===== config.mk =====
export PLATFORM = sky130hd
export DESIGN_NAME = alu_wb
export DESIGN_NICKNAME = d
export VERILOG_FILES = /design/src/rtl/alu_wb.sv
export SDC_FILE = /design/constraint.sdc
export NUM_CORES = 1
export LEC_CHECK = 0
export BUFFER_PORTS_ARGS = -buffer_cell sky130_fd_sc_hd__buf_2
export CELL_PAD_IN_SITES_DETAIL_PLACEMENT = 1
export CELL_PAD_IN_SITES_GLOBAL_PLACEMENT = 2
export CORE_ASPECT_RATIO = 2
export CORE_UTILIZATION = 47
export DETAILED_ROUTE_END_ITERATION = 6
export GPL_TIMING_DRIVEN = 0
export PLACE_DENSITY = 0.83
export REMOVE_ABC_BUFFERS = 1
export SYNTH_ARGS = -nofsm -noshare
export SYNTH_HDL_FRONTEND = slang
export SYNTH_SLANG_ARGS = --single-unit

===== constraint.sdc =====
create_clock -name clk -period 5.2 [get_ports clk]
set_input_delay 0.26 -clock clk [delete_from_list [all_inputs] [get_ports clk]]
set_output_delay 0.26 -clock clk [all_outputs]
set_load 0.1 [all_outputs]

===== src/rtl/alu_wb.sv =====
// ALU writeback stage: pairs each ALU result with its destination register and
// queues it in a 4-entry FIFO. Define ALU_WB_FWD_EN to add the operand-bypass outputs.
module alu_wb #(
  parameter int DATA_W = 32
) (
  input  logic              clk,
  input  logic              rst,
  input  logic              clk_en,
  input  logic              issue_valid,
  input  logic [4:0]        issue_rd,
  input  logic [3:0]        issue_alufn,
  output logic              issue_ready,
  input  logic [DATA_W-1:0] alu_res,
  output logic              wb_valid,
  output logic [4:0]        wb_rd,
  output logic [DATA_W-1:0] wb_data,
  output logic              wb_err,
  input  logic              wb_ready
`ifdef ALU_WB_FWD_EN
  ,
  output logic              fwd_valid,
  output logic [4:0]        fwd_rd,
  output logic [DATA_W-1:0] fwd_data
`endif
);

  localparam logic [3:0] ALUFN_DIV = 4'b0100;

  // Unsupported opcodes: DIV, plus the undefined codes 0, 14 and 15.
  function automatic logic unsupported(input logic [3:0] fn);
    return (fn == ALUFN_DIV) || (fn == 4'd0) || (fn > 4'd13);
  endfunction

  logic              vld_p1;
  logic [4:0]        rd_p1;
  logic              err_p1;

  logic [4:0]        mem_rd   [4];
  logic [DATA_W-1:0] mem_data [4];
  logic              mem_err  [4];
  logic [1:0]        wptr;
  logic [1:0]        rptr;
  logic [2:0]        count;

  logic              accept;
  logic              push;
  logic              pop;

  // Pending and buffered entries together may never exceed the FIFO depth.
  assign issue_ready = ({1'b0, count} + {3'b000, vld_p1}) < 4'd4;
  assign accept      = issue_valid & clk_en & issue_ready;
  assign push        = vld_p1 & (rd_p1 != 5'd0);
  assign pop         = (count != 3'd0) & wb_ready;

  // Stage p1: pending entry, waits one edge for the ALU result register
  always_ff @(posedge clk or posedge rst) begin
    if (rst) begin
      vld_p1 <= 1'b0;
    end else begin
      vld_p1 <= accept;
    end
  end

  always_ff @(posedge clk) begin
    if (accept) begin
      rd_p1  <= issue_rd;
      err_p1 <= unsupported(issue_alufn);
    end
  end

  // Stage p2: FIFO toward the register-file write port
  always_ff @(posedge clk or posedge rst) begin
    if (rst) begin
      wptr  <= 2'd0;
      rptr  <= 2'd0;
      count <= 3'd0;
    end else begin
      if (push) wptr <= wptr + 2'd1;
      if (pop)  rptr <= rptr + 2'd1;
      case ({push, pop})
        2'b10:   count <= count + 3'd1;
        2'b01:   count <= count - 3'd1;
        default: count <= count;
      endcase
    end
  end

  always_ff @(posedge clk) begin
    if (push) begin
      mem_rd[wptr]   <= rd_p1;
      mem_data[wptr] <= err_p1 ? '0 : alu_res;
      mem_err[wptr]  <= err_p1;
    end
  end

  // Head fields are forced to zero when empty so reset and idle are clean.
  assign wb_valid = (count != 3'd0);
  assign wb_rd    = wb_valid ? mem_rd[rptr]   : 5'd0;
  assign wb_data  = wb_valid ? mem_data[rptr] : '0;
  assign wb_err   = wb_valid ? mem_err[rptr]  : 1'b0;

`ifdef ALU_WB_FWD_EN
  assign fwd_valid = vld_p1 & (rd_p1 != 5'd0);
  assign fwd_rd    = rd_p1;
  assign fwd_data  = alu_res;
`endif

endmodule


* Word-level counts from Yosys, hierarchy flattened *
Memory sizes are Yosys's and may differ from the RTL's.
Cells that the tools add are included.

operators by class
  multiplexer cells = 7
  bitwise logic cells = 4
  $lt $le $gt $ge = 2
  $mul = 0
  shifts and indexed selects = 0
  $add $sub $neg = 5
  equality and inequality tests = 3
  reductions and logical operators = 6
  divide/modulo/power cells = 0

operators by type and width
  cell                 count
  $mux 32              2
  $pmux 3 s2           1
  $mux 5               1
  $reduce_bool 5->1    1
  $add 2x1->2 const B  2
  $add 3x1->4          1
  $and 1x1->1          4
  $eq 4x3->1 const B   1
  $gt 4x4->1 const B   1
  $logic_not 4->1      1
  $lt 4x3->1 const B   1
  $add 3x1->3 const B  1
  $mux 1               3
  $reduce_bool 3->1    1
  $sub 3x1->3 const B  1
  $eq 2x1->1 const B   1
  $eq 2x2->1 const B   1
  $logic_or 1x1->1     2
  $reduce_bool 2->1    1

storage, ports and cells
  input port bits = 46
  bits in latches = 0
  register bits after elaboration = 14
  memories = 3
  bits in writable memories = 152
  bits in read-only memories = 0

memories
  memory    depth  width  read ports  clocked after memory_dff  write ports  RTL line  text
  mem_data  4      32     1           0                         1            39        logic [DATA_W-1:0] mem_data [4];
  mem_rd    4      5      1           0                         1            38        logic [4:0] mem_rd [4];
  mem_err   4      1      1           0                         1            40        logic mem_err [4];

* Depth between registers and ports, before layout *
  depth after elaboration = 4
  gate-level depth with buffers = 9
  gate-level depth less buffers = 9

* Worst setup path after synthesis *
No wires, ideal clock.

  kind = reg2reg
  from = reg count[1]
  to = reg err_p1 (enable)
  setup slack = 2,331 ps
  stages on the path, launching flop included = 3
  arrival time = 2,543 ps
  clock period less this slack = 2,869 ps
  cells stage by stage = dfrtp_1 a31oi_1 and3_1

on the way
  word-level cells in the longest chain between the ends = 3

ends and longest elaborated chain
  item                    RTL line  text
  from (decl)             43        logic [2:0] count;
  from (signal assigned)  81        2'b10: count <= count + 3'd1;
  from (signal assigned)  82        2'b01: count <= count - 3'd1;
  from (signal assigned)  83        default: count <= count;
  $add 3x1->4             50        assign issue_ready = ({1'b0, count} + {3'b000, vld_p1}) < 4'd4;
  $lt 4x3->1              50
  net issue_ready         12        output logic issue_ready,
  $and 1x1->1             51        assign accept = issue_valid & clk_en & issue_ready;
  net accept              45        logic accept;
  to (signal assigned)    67        err_p1 <= unsupported(issue_alufn);
  to (decl)               36        logic err_p1;

The timed path passes the listed nets, and every way through them passes these cells.
A chain may end at the register's enable or synchronous reset.

* Worst setup path in the final report *
  from = reg rptr[0]
  to = out wb_data[11]

on the way
  word-level cells in the longest chain between the ends = 2

ends and longest elaborated chain
  item                    RTL line  text
  from (decl)             42        logic [1:0] rptr;
  from (signal assigned)  79        if (pop) rptr <= rptr + 2'd1;
  $mem_v2 4x32            -
  $mux 32                 99        assign wb_data = wb_valid ? mem_data[rptr] : '0;
  to (decl)               16        output logic [DATA_W-1:0] wb_data,

Every way passes these cells.

==> run summary <==
n_diodes = 0
cell count after synthesis = 325
unrepaired setup endpoints after global routing = no
mapped cell area = 0.00662 mm2
first-pass GRT wire length = 20100 um
layout cells sized above 1 = 37.8%
CTS Buffer Depth = 2
vias = 3208
Placed Instances = 585
Synth top area share = 71.7%
post_cts resized = 0
Critical Path AT = 2520 ps
number of synthesized flops with an enable pin = 158
Slew @ Worst Pin = 1090 ps
Vias per Instance = 5.17
startpoint types = flip-flop
WS Path Type = reg -> out
ys flop type = edfxtp_1
htree depth = 4
leading area contributor after synthesis = edfxtp_1
Rows = 61
Post-DRT Antenna Nets = 0
post-detail-place hpwl = 7620 um
nets = 470
Distinct cells, synth = 23
Layout area overhead = 18.0%
Final Instance Count excl. Fillers = 620
Root Buffer = clkbuf_16
Pins Over Slew Limit = 0
Iter 0 DRT Violations = 175
Slew HR = 27.2%
crit end category = output port
I/O Buffers = 85
total negative slack = 0 ps
FF-to-FF path depth = 8
#FFs+latches synth = 166
CTS Sinks = 166
sequential share of the synthesized area = 74.7%
f_max = 360 MHz
I/O pins = 86
Die Width = 85.9 um
CP required = 4940 ps
synth warn = 0
core area = 0.0138 mm2
vias in the first global route = 3642
later-pin clock latency in the skew report = 420 ps
Initial Utilization = 47.9%
worst hold-check path type = in -> reg
clock skew = 14.6 ps
final hold vios = 0
syn_area_per_cell = 20.4 um2
fin crit period = 2780 ps
drt wl/cell = 20.9 um
Die Ht = 170 um
CTS tree = built
largest net degree at the start of global routing = 42
post-route clock period utilization = 53.5%
Async S/R FF share, synth = 4.82%
GRT overflow = 0
WHS Path Cells = 1
worst-path fanout max = 40
antenna violations before repair = 0
Die ar. = 0.0146 mm2
Final Setup Violations = 0
TritonCTS buffer count = 17
Max-cap violations = 0
most common cell in the netlist = edfxtp_1
GPL Wtd Cong = 0.653
Synth area leaders = edfxtp_1 72%, mux4_2 13%, and2_1 3.7%
Pre-Repair DR Iteration Count = 4
gr usage total = 19.5%
top post-synthesis cells by count = 158 x edfxtp_1, 39 x and2_1, 38 x mux4_2
# DRC = 0
status = finished, final reports clean
final WL = 12900 um
clock slew at reported path FFs = 70 ps
[kinds of logic (layout without fill, tap and decap cells)]
kind of cell    count (synthesis)  after routing  share of synthesized area, %
buf+inv                        23            129                          1.81
compound gates                  3              3                         0.473
mux                            40             40                          13.3
xor+xnor                        6              6                         0.794
flops                         166            166                          74.7
fa+ha+maj                       6              6                          1.25
simple gates                   81             81                          7.66
[through the flow]
step | area (um2) | hold slack, ps | util [%] | worst slack (ps)
global route | 7810 | 3.26 | 56.5 | 2260
detailed placement | 7250 | 227 | 52.5 | 2150
CTS | 7800 | 0.725 | 56.5 | 2140
floorplan | 6530 | 75.7 | - | 2110
global placement | 7190 | 214 | 52.0 | 1480
finish | 7810 | 15.7 | 56.5 | 2420
[flip-flops by register name (all words and copies together) (netlist names)]
signal,cells
mem_data,128
mem_rd,20
rd_p1,5
mem_err,4
count,3
rptr,2
wptr,2
err_p1,1
vld_p1,1
[worst max-delay path, stage by stage, from the launching register on]
cell and delay, ps:
dfrtp_4 960, mux4_2 620, and2_1 170, buf_2 290
[routing by layer]
metal,up-vias,wire (um),track usage [%]
met5,-,0,0
met4,0,222,8.19
met3,15,365,4.36
met2,65,7500,36.1
met1,1679,4860,21.0
li1,1449,-,-
[placed cells by master (no fill, tap or decap), types with 2 or more instances in the layout]
cell type / synthesis / routed
clkinv_2: 0 / 2
edfxtp_1: 158 / 158
inv_1: 7 / 7
buf_16: 0 / 2
xor2_1: 3 / 3
dlygate4sd3_1: 0 / 3
and2_1: 39 / 39
clkinv_1: 0 / 2
dfrtp_1: 8 / 6
clkinvlp_4: 0 / 4
clkbuf_16: 0 / 17
ha_1: 5 / 5
xnor2_1: 3 / 3
nor2b_1: 32 / 32
inv_6: 0 / 2
clkinv_4: 0 / 3
mux4_2: 38 / 38
and2_2: 4 / 4
nand3_1: 2 / 2
buf_2: 3 / 85
[cell type report]
type                    instances  area [um2]
flip-flops and latches        166        4950
clock inverters                14         103
fillers                      1257        6000
inverters                       7        26.3
clock buffers                  18         429
well taps                     189         236
repair buffers                 90         510
multi-input cells             136        1560
[path summary, 6_finish.rpt]
| path | startpoint | end | slack (ps) |
|---|---|---|---|
| worst max register to register | count[0] | count[2] | 2640 |
| min in group asynchronous | rst | count[1] | 330 |
| worst min-delay path | issue_rd[3] | rd_p1[3] | 20 |
| worst max-delay path | rptr[0] | wb_data[11] | 2420 |
| max in group asynchronous | rst | rptr[0] | 4600 |
| worst min register to register | count[2] | count[2] | 500 |
[timing repair]
| action | CTS | global route |
|---|---|---|
| endpoints found under the hold margin | 9 | 1 |
| setup buffers | 0 | 0 |
| hold buffers | 2 | 1 |
Power is left out: the tool's default activity adds up to more than one toggle a clock period on the data nets, which glitch-free logic cannot reach.
